**src/rtl/prog_loader_if.sv**
```systemverilog
// Byte-stream handshake plus program-memory write bus for prog_loader.
//   byte_valid/byte_data : stream source -> loader
//   byte_ready           : loader -> stream source
//   mem_we/addr/wdata    : loader -> program memory write port
// master = stream source / memory side (the environment), slave = the loader.
interface prog_loader_if #(
  parameter int unsigned ADDR_W = 11,
  parameter int unsigned DATA_W = 14
);
  logic              byte_valid;
  logic [7:0]        byte_data;
  logic              byte_ready;
  logic              mem_we;
  logic [ADDR_W-1:0] mem_addr;
  logic [DATA_W-1:0] mem_wdata;

  modport master (
    output byte_valid, byte_data,
    input  byte_ready, mem_we, mem_addr, mem_wdata
  );

  modport slave (
    input  byte_valid, byte_data,
    output byte_ready, mem_we, mem_addr, mem_wdata
  );
endinterface

```
**src/rtl/prog_loader.sv**
```systemverilog
// Program-memory loader: parses a framed byte stream
//   [len_hi][len_lo] { [word_hi][word_lo] } x len [checksum]
// and writes one 14-bit instruction word per pair of data bytes into the
// CPU program memory, holding the CPU in reset while a frame is in flight.
// Ports:
//   clk, rst     : clock, synchronous active-high reset
//   start        : one-cycle pulse that opens a frame (honoured only in IDLE)
//   bus          : byte stream handshake + memory write port (slave side)
//   cpu_hold     : CPU reset request, high from start until frame end/abort
//   busy         : loader not idle
//   done         : one-cycle pulse, frame loaded with a matching checksum
//   err_len/fmt/chk : sticky error flags, cleared by the next accepted start
//   word_count   : words written in the current or last frame
module prog_loader #(
  parameter int unsigned ADDR_W    = 11,
  parameter int unsigned DATA_W    = 14,
  parameter int unsigned DEPTH     = 2048,
  parameter int unsigned BASE_ADDR = 0
) (
  input  logic           clk,
  input  logic           rst,
  input  logic           start,
  prog_loader_if.slave   bus,
  output logic           cpu_hold,
  output logic           busy,
  output logic           done,
  output logic           err_len,
  output logic           err_fmt,
  output logic           err_chk,
  output logic [11:0]    word_count
);

  localparam int unsigned LEN_W = 12;
  localparam int unsigned HI_W  = 6;

  typedef enum logic [2:0] {
    S_IDLE,
    S_LEN_HI,
    S_LEN_LO,
    S_DAT_HI,
    S_DAT_LO,
    S_WRITE,
    S_CHK
  } state_t;

  state_t            state;
  logic [LEN_W-1:0]  len;
  logic [7:0]        chk;
  logic [HI_W-1:0]   hi;

  logic              xfer_c;
  logic [LEN_W-1:0]  len_new_c;
  logic              len_bad_c;
  logic [LEN_W-1:0]  wc_next_c;

  // A byte moves only when both sides agree on the same edge.
  assign xfer_c    = bus.byte_valid && bus.byte_ready;

  // Length as it will be once the low length byte lands this cycle.
  assign len_new_c = {len[LEN_W-1:8], bus.byte_data};
  assign len_bad_c = (len_new_c == '0) || (32'(len_new_c) > DEPTH);

  assign wc_next_c = word_count + LEN_W'(1);

  // Frame sequencer; every output is a register updated alongside state.
  always_ff @(posedge clk) begin
    if (rst) begin
      state          <= S_IDLE;
      bus.byte_ready <= 1'b0;
      bus.mem_we     <= 1'b0;
      bus.mem_addr   <= ADDR_W'(BASE_ADDR);
      bus.mem_wdata  <= '0;
      cpu_hold       <= 1'b0;
      busy           <= 1'b0;
      done           <= 1'b0;
      err_len        <= 1'b0;
      err_fmt        <= 1'b0;
      err_chk        <= 1'b0;
      word_count     <= '0;
      len            <= '0;
      chk            <= '0;
      hi             <= '0;
    end else begin
      // Strobes are single-cycle unless re-asserted below.
      bus.mem_we <= 1'b0;
      done       <= 1'b0;

      case (state)
        S_IDLE: begin
          if (start) begin
            state          <= S_LEN_HI;
            bus.byte_ready <= 1'b1;
            busy           <= 1'b1;
            cpu_hold       <= 1'b1;
            err_len        <= 1'b0;
            err_fmt        <= 1'b0;
            err_chk        <= 1'b0;
            word_count     <= '0;
            bus.mem_addr   <= ADDR_W'(BASE_ADDR);
            chk            <= '0;
          end
        end

        S_LEN_HI: begin
          // Only the low nibble carries length; the rest is ignored.
          if (xfer_c) begin
            len[LEN_W-1:8] <= bus.byte_data[3:0];
            state          <= S_LEN_LO;
          end
        end

        S_LEN_LO: begin
          if (xfer_c) begin
            len[7:0] <= bus.byte_data;
            if (len_bad_c) begin
              err_len        <= 1'b1;
              cpu_hold       <= 1'b0;
              busy           <= 1'b0;
              bus.byte_ready <= 1'b0;
              state          <= S_IDLE;
            end else begin
              state <= S_DAT_HI;
            end
          end
        end

        S_DAT_HI: begin
          // Upper byte may only use bits 5:0 of a 14-bit word.
          if (xfer_c) begin
            if (bus.byte_data[7:6] != 2'b00) begin
              err_fmt        <= 1'b1;
              cpu_hold       <= 1'b0;
              busy           <= 1'b0;
              bus.byte_ready <= 1'b0;
              state          <= S_IDLE;
            end else begin
              hi    <= bus.byte_data[HI_W-1:0];
              chk   <= chk ^ bus.byte_data;
              state <= S_DAT_LO;
            end
          end
        end

        S_DAT_LO: begin
          // Word complete: present it and stall the stream for the write cycle.
          if (xfer_c) begin
            bus.mem_wdata  <= DATA_W'({hi, bus.byte_data});
            chk            <= chk ^ bus.byte_data;
            bus.mem_we     <= 1'b1;
            bus.byte_ready <= 1'b0;
            state          <= S_WRITE;
          end
        end

        S_WRITE: begin
          // Address wraps naturally at the memory size.
          bus.mem_addr   <= bus.mem_addr + ADDR_W'(1);
          word_count     <= wc_next_c;
          bus.byte_ready <= 1'b1;
          state          <= (wc_next_c == len) ? S_CHK : S_DAT_HI;
        end

        S_CHK: begin
          if (xfer_c) begin
            if (bus.byte_data == chk) begin
              done <= 1'b1;
            end else begin
              err_chk <= 1'b1;
            end
            cpu_hold       <= 1'b0;
            busy           <= 1'b0;
            bus.byte_ready <= 1'b0;
            state          <= S_IDLE;
          end
        end

        default: begin
          // Unreachable encoding: park safely and release the CPU.
          cpu_hold       <= 1'b0;
          busy           <= 1'b0;
          bus.byte_ready <= 1'b0;
          state          <= S_IDLE;
        end
      endcase
    end
  end

endmodule

```
**src/flat_wrapper.sv**
```systemverilog
// flat-port wrapper written by rule: the top's interface ports become plain ports
module prog_loader_flat 
#(
  parameter int unsigned ADDR_W    = 11,
  parameter int unsigned DATA_W    = 14,
  parameter int unsigned DEPTH     = 2048,
  parameter int unsigned BASE_ADDR = 0
)
  (clk, rst, start, cpu_hold, busy, done, err_len, err_fmt, err_chk, word_count, bus_byte_valid, bus_byte_data, bus_byte_ready, bus_mem_we, bus_mem_addr, bus_mem_wdata);
  prog_loader_if #(.ADDR_W(ADDR_W), .DATA_W(DATA_W)) bus_i ();
  input  logic clk;
  input  logic rst;
  input  logic start;
  output logic cpu_hold;
  output logic busy;
  output logic done;
  output logic err_len;
  output logic err_fmt;
  output logic err_chk;
  output logic [11:0] word_count;
  input wire logic [$bits(bus_i.byte_valid)-1:0] bus_byte_valid;
  input wire logic [$bits(bus_i.byte_data)-1:0] bus_byte_data;
  output wire logic [$bits(bus_i.byte_ready)-1:0] bus_byte_ready;
  output wire logic [$bits(bus_i.mem_we)-1:0] bus_mem_we;
  output wire logic [$bits(bus_i.mem_addr)-1:0] bus_mem_addr;
  output wire logic [$bits(bus_i.mem_wdata)-1:0] bus_mem_wdata;
  assign bus_i.byte_valid = bus_byte_valid;
  assign bus_i.byte_data = bus_byte_data;
  assign bus_byte_ready = bus_i.byte_ready;
  assign bus_mem_we = bus_i.mem_we;
  assign bus_mem_addr = bus_i.mem_addr;
  assign bus_mem_wdata = bus_i.mem_wdata;
  prog_loader #(.ADDR_W(ADDR_W), .DATA_W(DATA_W), .DEPTH(DEPTH), .BASE_ADDR(BASE_ADDR)) u_core (.clk(clk), .rst(rst), .start(start), .bus(bus_i), .cpu_hold(cpu_hold), .busy(busy), .done(done), .err_len(err_len), .err_fmt(err_fmt), .err_chk(err_chk), .word_count(word_count));
endmodule
```
**config.mk**
```make
export PLATFORM = sky130hd
export DESIGN_NAME = prog_loader_flat
export DESIGN_NICKNAME = d
export VERILOG_FILES = /design/src/rtl/prog_loader_if.sv /design/src/rtl/prog_loader.sv /design/src/flat_wrapper.sv
export SDC_FILE = /design/constraint.sdc
export NUM_CORES = 1
export LEC_CHECK = 0
export ABC_AREA = 1
export BUFFER_PORTS_ARGS = -buffer_cell sky130_fd_sc_hd__buf_2
export CELL_PAD_IN_SITES_DETAIL_PLACEMENT = 1
export CELL_PAD_IN_SITES_GLOBAL_PLACEMENT = 2
export CORE_MARGIN = 5
export CORE_UTILIZATION = 33
export DETAILED_ROUTE_END_ITERATION = 7
export PLACE_DENSITY_LB_ADDON = 0.12
export SYNTH_ARGS = -nofsm -noshare
export SYNTH_HDL_FRONTEND = slang
export SYNTH_SLANG_ARGS = --single-unit
```
**constraint.sdc**
```tcl
create_clock -name clk -period 3.9 [get_ports clk]
set_clock_uncertainty 0.05 [all_clocks]
set_input_delay 0.78 -clock clk [delete_from_list [all_inputs] [get_ports clk]]
set_output_delay 0.78 -clock clk [all_outputs]
set_load 0.05 [all_outputs]
```
==> key figures, run 1 <==
Run status
  • Status: complete, no violations

Setup path
  • Worst path max stage delay: 0.57 ns
  • Setup crit end kind: flop
  • Critical Path Source Type: primary input
  • R2r setup slk: 1.78 ns
  • Worst EP required: 4.06 ns
  • Crit-path most repeated cell: nand2_1
  • CP Class: primary input to flop
  • WP data arrival: 2.40 ns
  • Worst-path cell chain: buf_2 > nor2_1 > nand2_1 > nor3_1 > nand2_1 > nand2_1 > nand2_1 > o21ai_0 > a21oi_1
  • Worst Path Max Fanout: 11
  • CP max-delay cell: nor2_1

Global routing
  • Vias in the first global route: 3611
  • Total global routing track utilization: 17.1%
  • Grt total ovfl: 0
  • First-pass GRT wire length: 17900 um
  • Largest net degree at the start of global routing: 54
  • Antenna violations before repair: 0

Synthesis
  • Main combinational cell family by area after synthesis: simple AND/OR/NAND/NOR gates
  • Most frequent cell after synthesis: nand2_1
  • Synth Area in XOR/XNOR: 2.72%
  • Synth Net Count: 531
  • Mean Syn Cell Area: 6.84 sq um
  • Synth top area cells: dfxtp_1 41%, nand2_1 14%, a21oi_1 9.3%
  • Number of flops mapped to enable cells by yosys: 0
  • Synth Area in Simple Gates: 32.0%
  • Seq cells post-synth: 73
  • Area leader, netlist: dfxtp_1
  • Cell count after synthesis: 517
  • Synth unique cells: 34
  • Post-synthesis cell area: 3540 sq um
  • Post-Synth Adder-Cell Area: 0.707%
  • Post-synthesis mux area share: 0%
  • Asr flop ratio synth: 0%
  • Share of the synthesized area in the top cell type: 41.3%
  • Sequential share of the synthesized area: 41.3%
  • Synth top cells by count: 135 x nand2_1, 73 x dfxtp_1, 66 x a21oi_1
  • Synth Warn #: 0
  • Ys flop type: dfxtp_1
  • Post-synthesis compound-gate area fraction: 15.3%

Pwr
  • Leakage: 0.00169 uW
  • P_int: 1180 uW
  • Logic pwr share: 24.6%
  • Maximum VDD drop: 0.000154 V
  • Pwr per Cell Area: 451 nW/um^2
  • Switching share of power: 36.2%
  • Clock power share: 31.8%
  • Sequential Power Share: 43.6%
  • Switching power: 672 uW

Timing
  • Minimum clock period: 2.24 ns
  • Tcrit/Tclk final: 57.4%
  • RSZ-0062 raised after global routing: no
  • Final Slew Violations: 0
  • F_max: 0.447 GHz
  • Final Hold Viols: 0
  • Slew @ Worst Pin: 0.777 ns
  • Post-route setup slack: 1.66 ns
  • Slew headroom: 48.2%
  • Setup TNS: 0 ns
  • Final setup fails: 0

CTS
  • H-tree depth: 3
  • Root buffer cell: clkbuf_8
  • Clk sinks: 73
  • Clock Latency Late Sink: 0.36 ns
  • Clk slew on worst S/H paths: 0.08 ns
  • Setup Buffers After CTS: 0
  • CTS tree: yes
  • Total CTS buffers: 9
  • Max Root-Sink Buffers: 2
  • Cts hold-fix bufs: 0
  • Cts repair resizes: 0

Cells and area
  • Share of cells above drive strength 1: 16.4%
  • Area Growth Syn to Fin: 16.4%
  • Multi-input combinational cell area: 1790 sq um
  • Final net count: 584
  • # diodes: 0
  • # fillers: 1376
  • Reg area: 1460 sq um

Detailed routing
  • 1st-iter DRT viols: 128
  • DRC: 0
  • Detailed Routing Iterations Pass 1: 4
  • Via count: 3533
  • Via density: 4.98
  • Wire length on met1: 4880 um
  • Total Wirelength: 10600 um
  • Detail Route Antenna Nets: 0
  • Wire length on met2: 5210 um
  • Wire length on met3: 343 um
  • Max layer used: met4
  • Wirelength per Cell: 14.9 um

Floorplan
  • Ports: 57
  • Core box area: 10400 sq um
  • Rows: 37
  • Initial Util: 34.1%
  • Chip Width: 114 um
  • Die Area: 12900 sq um
  • Die height: 114 um

Placed design
  • Post-DP HPWL: 7850 um
  • Port Buf Inserts: 56
  • Dpl ws: 1.18 ns
  • Routability cong.: 0.755

Job
  • Max cap viols: 0

Hold path
  • HP Class: flop to flop
## kinds of logic (layout without fill, tap and decap cells)
family	after synthesis	after routing
flip-flops	73	73
XOR/XNOR	11	11
adder cells (fa/ha/maj)	2	2
buffers and inverters	73	129
AO/OA/AOI/OAI	99	99
AND/OR/NAND/NOR	259	259
## per-layer routing
| layer | global-route usage, % | vias to the layer above |
|---|---|---|
| met5 | 0 | - |
| met4 | 4.73 | 0 |
| met3 | 3.66 | 15 |
| met2 | 29.6 | 42 |
| met1 | 21.4 | 1678 |
| li1 | - | 1798 |
## layout by cell type (no fill, tap or decap), types with 3 or more instances in the layout
cell and n:
a21oi_1 66, buf_2 56, clkbuf_8 9, dfxtp_1 73, inv_1 53, inv_2 3
nand2_1 135, nand3_1 63, nand4_1 4, nor2_1 35, nor2_2 8, nor3_1 5
o211ai_1 4, o21ai_0 20, xnor2_1 4, xor2_1 7
## worst max-delay path, delay by kind of cell
family                 cells  cell delay [ns]
buffers and inverters      1             0.13
AND/OR/NAND/NOR            6             1.24
AO/OA/AOI/OAI              2             0.23
## metrics by stage
step | util [%] | hold slack, ns | std cells | instance area, sq um | total power [uW]
after CTS | 39.7 | 0.417 | 709 | 4120 | 1890
final | 39.7 | 0.411 | 709 | 4120 | 1860
after global routing | 39.7 | 0.443 | 709 | 4120 | 1970
after detailed placement | 37.9 | 0.404 | 695 | 3930 | 1290
after floorplan | - | 0.392 | 517 | 3540 | 1160
after global placement | 37.9 | 0.397 | 695 | 3930 | 1280
## area by class of cell
type	instances	area share (%)
timing repair buffer	58	7.17
clock inverter	5	1.43
multi-input combinational	371	43.6
sequential	73	35.5
clock buffer	9	3.01
inverter	57	5.20
tap	136	4.13
## power by group through the flow
| stage | clock network, uW | registers, uW | logic (uW) |
|---|---|---|---|
| 2_1_floorplan | 0 | 874 | 288 |
| 3_3_place_gp | 0 | 827 | 456 |
| 3_5_place_dp | 0 | 828 | 462 |
| 4_1_cts | 611 | 810 | 464 |
| 5_1_grt | 642 | 815 | 513 |
| 6_report | 590 | 810 | 457 |
## flip-flops by register name, indices dropped and copies added (netlist names), 3 cells and up
name and flops:
u_core.chk 8, u_core.bus.mem_addr 11, u_core.hi 6, u_core.state 3
u_core.len 12, u_core.word_count 12, u_core.bus.mem_wdata 14
## worst paths after layout
path | from | to | cells past startpoint
setup / recovery | bus_byte_data[6] | u_core.cpu_hold | 9
hold / removal | u_core.bus.mem_wdata[9] | u_core.bus.mem_wdata[9] | 2
setup reg to reg | u_core.word_count[0] | u_core.state[0] | 14
hold reg to reg | u_core.bus.mem_wdata[9] | u_core.bus.mem_wdata[9] | 2
No activity file was read; power rests on OpenSTA's default activity.
==> inputs of run 2 (changes only) <==
Settings changed: ABC_AREA 1 to 0.
Clock period 3.9 ns to 2.1 ns, I/O delays scaled along.
==> run 2 against run 1 <==
Against the previous run: the flow now finishes with violations (setup timing); clock-buffer cell count unchanged; power rose by 56%; wire length is 5.4% higher; synthesized cell count fell by 12%; non-clock buffer count up 53; core utilization up 3.6 points; sequential power grew 74%; via count increased by 1.0%; final area is 13% higher; critical path type is now flop to flop; largest power group unchanged.
==> key figures, run 2 <==
Timing
  • Slew headroom: 63.8% (+16 points)
  • Final Slew Violations: 0 (unchanged)
  • Minimum clock period: 2.19 ns
  • Tcrit/Tclk final: 104%
  • Setup TNS: -0.232 ns (-0.232 ns)
  • Slew @ Worst Pin: 0.544 ns (-0.233 ns)
  • Final Hold Viols: 0 (unchanged)
  • F_max: 0.456 GHz
  • Post-route setup slack: -0.0922 ns (-1.75 ns)
  • RSZ-0062 raised after global routing: yes
  • Final setup fails: 4 (+4)

Setup path
  • WP data arrival: 2.43 ns (+0.03 ns)
  • R2r startpoint: u_core.chk[6]
  • Worst-path cell chain: nor2b_4 > or4_1 > or4_1 > or4_4 > buf_6 > nor3_4
  • Reg2Reg Depth: 6 (-8)
  • CP delay by family, top: simple AND/OR/NAND/NOR gates
  • R2r setup slk: -0.09 ns (-1.87 ns)
  • Worst path max stage delay: 0.54 ns (-0.03 ns)
  • CP Class: flop to flop
  • Buf/Inv on CP: 1 (unchanged)
  • Reg2Reg Capture Point: u_core.done
  • Worst Path Max Fanout: 2 (-9)
  • Critical Path Source Type: flop
  • Setup crit end kind: flop
  • Worst EP required: 2.34 ns (-1.72 ns)
  • Crit-path most repeated cell: or4_1
  • Setup crit start: u_core.chk[6]
  • CP max-delay cell: or4_4

Synthesis
  • Most frequent cell after synthesis: dfxtp_1
  • Ys flop type: dfxtp_1
  • Synth top area cells: dfxtp_1 41%, a21oi_1 7.3%, nor2_1 7.1%
  • Mean Syn Cell Area: 7.84 sq um (+15%)
  • Synth top cells by count: 73 x dfxtp_1, 68 x nor2_1, 52 x a21oi_1
  • Sequential share of the synthesized area: 40.9% (-0.45 points)
  • Number of flops mapped to enable cells by yosys: 0 (unchanged)
  • Share of the synthesized area in the top cell type: 40.9% (-0.45 points)
  • Post-synthesis cell area: 3580 sq um (+1.1%)
  • Asr flop ratio synth: 0% (unchanged)
  • Synth Net Count: 470 (-11%)
  • Area leader, netlist: dfxtp_1
  • Synth Warn #: 0 (unchanged)
  • Cell count after synthesis: 456 (-12%)
  • Seq cells post-synth: 73 (unchanged)
  • Synth unique cells: 46 (+35%)

Floorplan
  • Chip Width: 114 um (+0.50%)
  • Ports: 57 (unchanged)
  • Core box area: 10700 sq um (+3.6%)
  • Die Area: 13000 sq um (+1.0%)
  • Rows: 38 (+2.7%)
  • Die height: 114 um (+0.50%)
  • Initial Util: 33.3% (-0.83 points)

CTS
  • Root buffer cell: clkbuf_8
  • Max Root-Sink Buffers: 2 (unchanged)
  • Clock Latency Late Sink: 0.36 ns (about the same)
  • CTS tree: yes
  • H-tree depth: 3 (unchanged)
  • Clk sinks: 73 (unchanged)
  • Total CTS buffers: 9 (unchanged)
  • Clk slew on worst S/H paths: 0.09 ns (about the same)

Detailed routing
  • Wire length on met3: 406 um (+18%)
  • Wirelength per Cell: 16.2 um (+8.5%)
  • 1st-iter DRT viols: 152 (+19%)
  • Via density: 5.18 (+4.0%)
  • Detail Route Antenna Nets: 0 (unchanged)
  • Wire length on met1: 5100 um (+4.3%)
  • Total Wirelength: 11200 um (+5.4%)
  • Wire length on met2: 5550 um (+6.5%)
  • Detailed Routing Iterations Pass 1: 4 (unchanged)
  • Max layer used: met4
  • DRC: 0 (unchanged)
  • Via count: 3570 (+1.0%)

Cells and area
  • Most common cell after layout, fill and taps aside: nor2_1
  • Multi-input combinational cell area: 2030 sq um (+13%)
  • Largest registers: u_core.bus.mem_wdata: 14 flops, u_core.len: 12 flops, u_core.word_count: 12 flops
  • Reg area: 1490 sq um (+1.9%)
  • Final net count: 558 (-4.5%)
  • Share of cells above drive strength 1: 29.9% (+13 points)
  • Area Growth Syn to Fin: 30.2%
  • Max FFs per register: 14 (unchanged)
  • Fin cells: 689 (-2.8%)
  • Most frequent cells in the layout: 68 x nor2_1, 59 x dfxtp_1, 56 x buf_2, 52 x a21oi_1, 52 x buf_4
  • # fillers: 1367 (-0.65%)
  • # diodes: 0 (unchanged)
  • Top reg by flops: u_core.bus.mem_wdata

Hold path
  • Hold_sp: bus_byte_data[7]
  • Hold Path Depth: 3 (+1)
  • HP Class: primary input to flop
  • Hold EP: u_core.bus.mem_wdata[7]

Global routing
  • Vias in the first global route: 3748 (+3.8%)
  • Largest net degree at the start of global routing: 22 (-59%)
  • Grt total ovfl: 0 (unchanged)
  • First-pass GRT wire length: 18900 um (+5.4%)
  • Total global routing track utilization: 18.0% (+0.91 points)
  • Antenna violations before repair: 0 (unchanged)

Pwr
  • Leakage: 0.00194 uW (+14%)
  • Maximum VDD drop: 0.000278 V (+80%)
  • Pwr per Cell Area: 623 nW/um^2 (+38%)
  • Pwr Total: 2900 uW (+56%)

Placed design
  • Dpl ws: -0.385 ns (-1.56 ns)
  • Port Buf Inserts: 56 (unchanged)
  • Routability cong.: 0.821 (+8.8%)
  • Dpl cells: 669 (-3.7%)
  • Post-DP HPWL: 8100 um (+3.2%)

Run status
  • Status: finished with violations
  • Failing checks: setup timing

Job
  • Max cap viols: 0 (unchanged)
-- run 2: changes by cell type in the layout (fill, tap and decap cells not counted), sizes merged, moves of 20 or more --
| cell | delta |
|---|---|
| inv | -43 |
| buf | +53 |
| mux2i | +20 |
| nand2 | -92 |
| nor2 | +23 |
| nand3 | -45 |
-- run 2: worst max path at each step --
stage	to	slack, ns	cells after the start
floorplan	u_core.err_chk	-0.23	7
detailed placement	u_core.done	-0.38	7
CTS	u_core.done	-0.09	6
finish	u_core.done	-0.09	6
global route	u_core.err_chk	-0.15	6
global placement	u_core.done	-0.34	7
-- run 2: through the flow --
stage          hold WS, ns  area (sq um)  util [%]
4_1_cts              0.340          4600      42.9
2_1_floorplan        0.381          3670         -
3_3_place_gp         0.392          4370      40.7
6_report             0.355          4650      43.3
3_5_place_dp         0.396          4370      40.7
5_1_grt              0.364          4650      43.3
-- run 2: per-layer routing --
layer  up-vias  track usage, %
met4         0            4.51
li1       1757               -
met1      1755            22.7
met3        11            3.91
met2        47            31.3
met5         -               0
-- run 2: worst min-delay path: cells and delay by family --
| kind | cells | cell delay, ns |
|---|---|---|
| AOI/OAI and AO/OA | 1 | 0.05 |
| buffers and inverters | 1 | 0.17 |
| and+or+nand+nor | 1 | 0.08 |
-- run 2: layout make-up --
cell class,instances,area share [%]
Clock buffer,9,2.66
Inverter,10,0.806
Sequential cell,73,32.0
Clock inverter,7,1.64
Multi-Input combinational cell,339,43.6
Tap cell,140,3.76
Timing Repair Buffer,111,15.5
-- run 2: kinds of logic (layout without fill, tap and decap cells) --
kind of cell               count (synthesis)  in the layout  share of synthesized area (%)
AOI/OAI and AO/OA                        102            102                           16.4
xor gates and xnor gates                  20             20                           4.90
adders and majority gates                  2              2                          0.700
buffers and inverters                     44            137                           4.76
DFF                                       73             73                           40.9
muxes                                     24             24                           6.86
and+or+nand+nor                          191            191                           25.5
-- run 2: power by group --
| part | internal, uW | switching, uW | total [uW] |
|---|---|---|---|
| clock network | 561 | 617 | 1180 |
| registers | 1390 | 15.4 | 1410 |
| logic | 114 | 200 | 314 |
-- run 2: repair_timing --
action	in CTS	in global routing
hold buffers	0	0
pin swaps	4	6
setup endpoints to repair	4	4
endpoints found under the hold margin	0	0
setup buffers	2	2
gates resized for setup	5	7
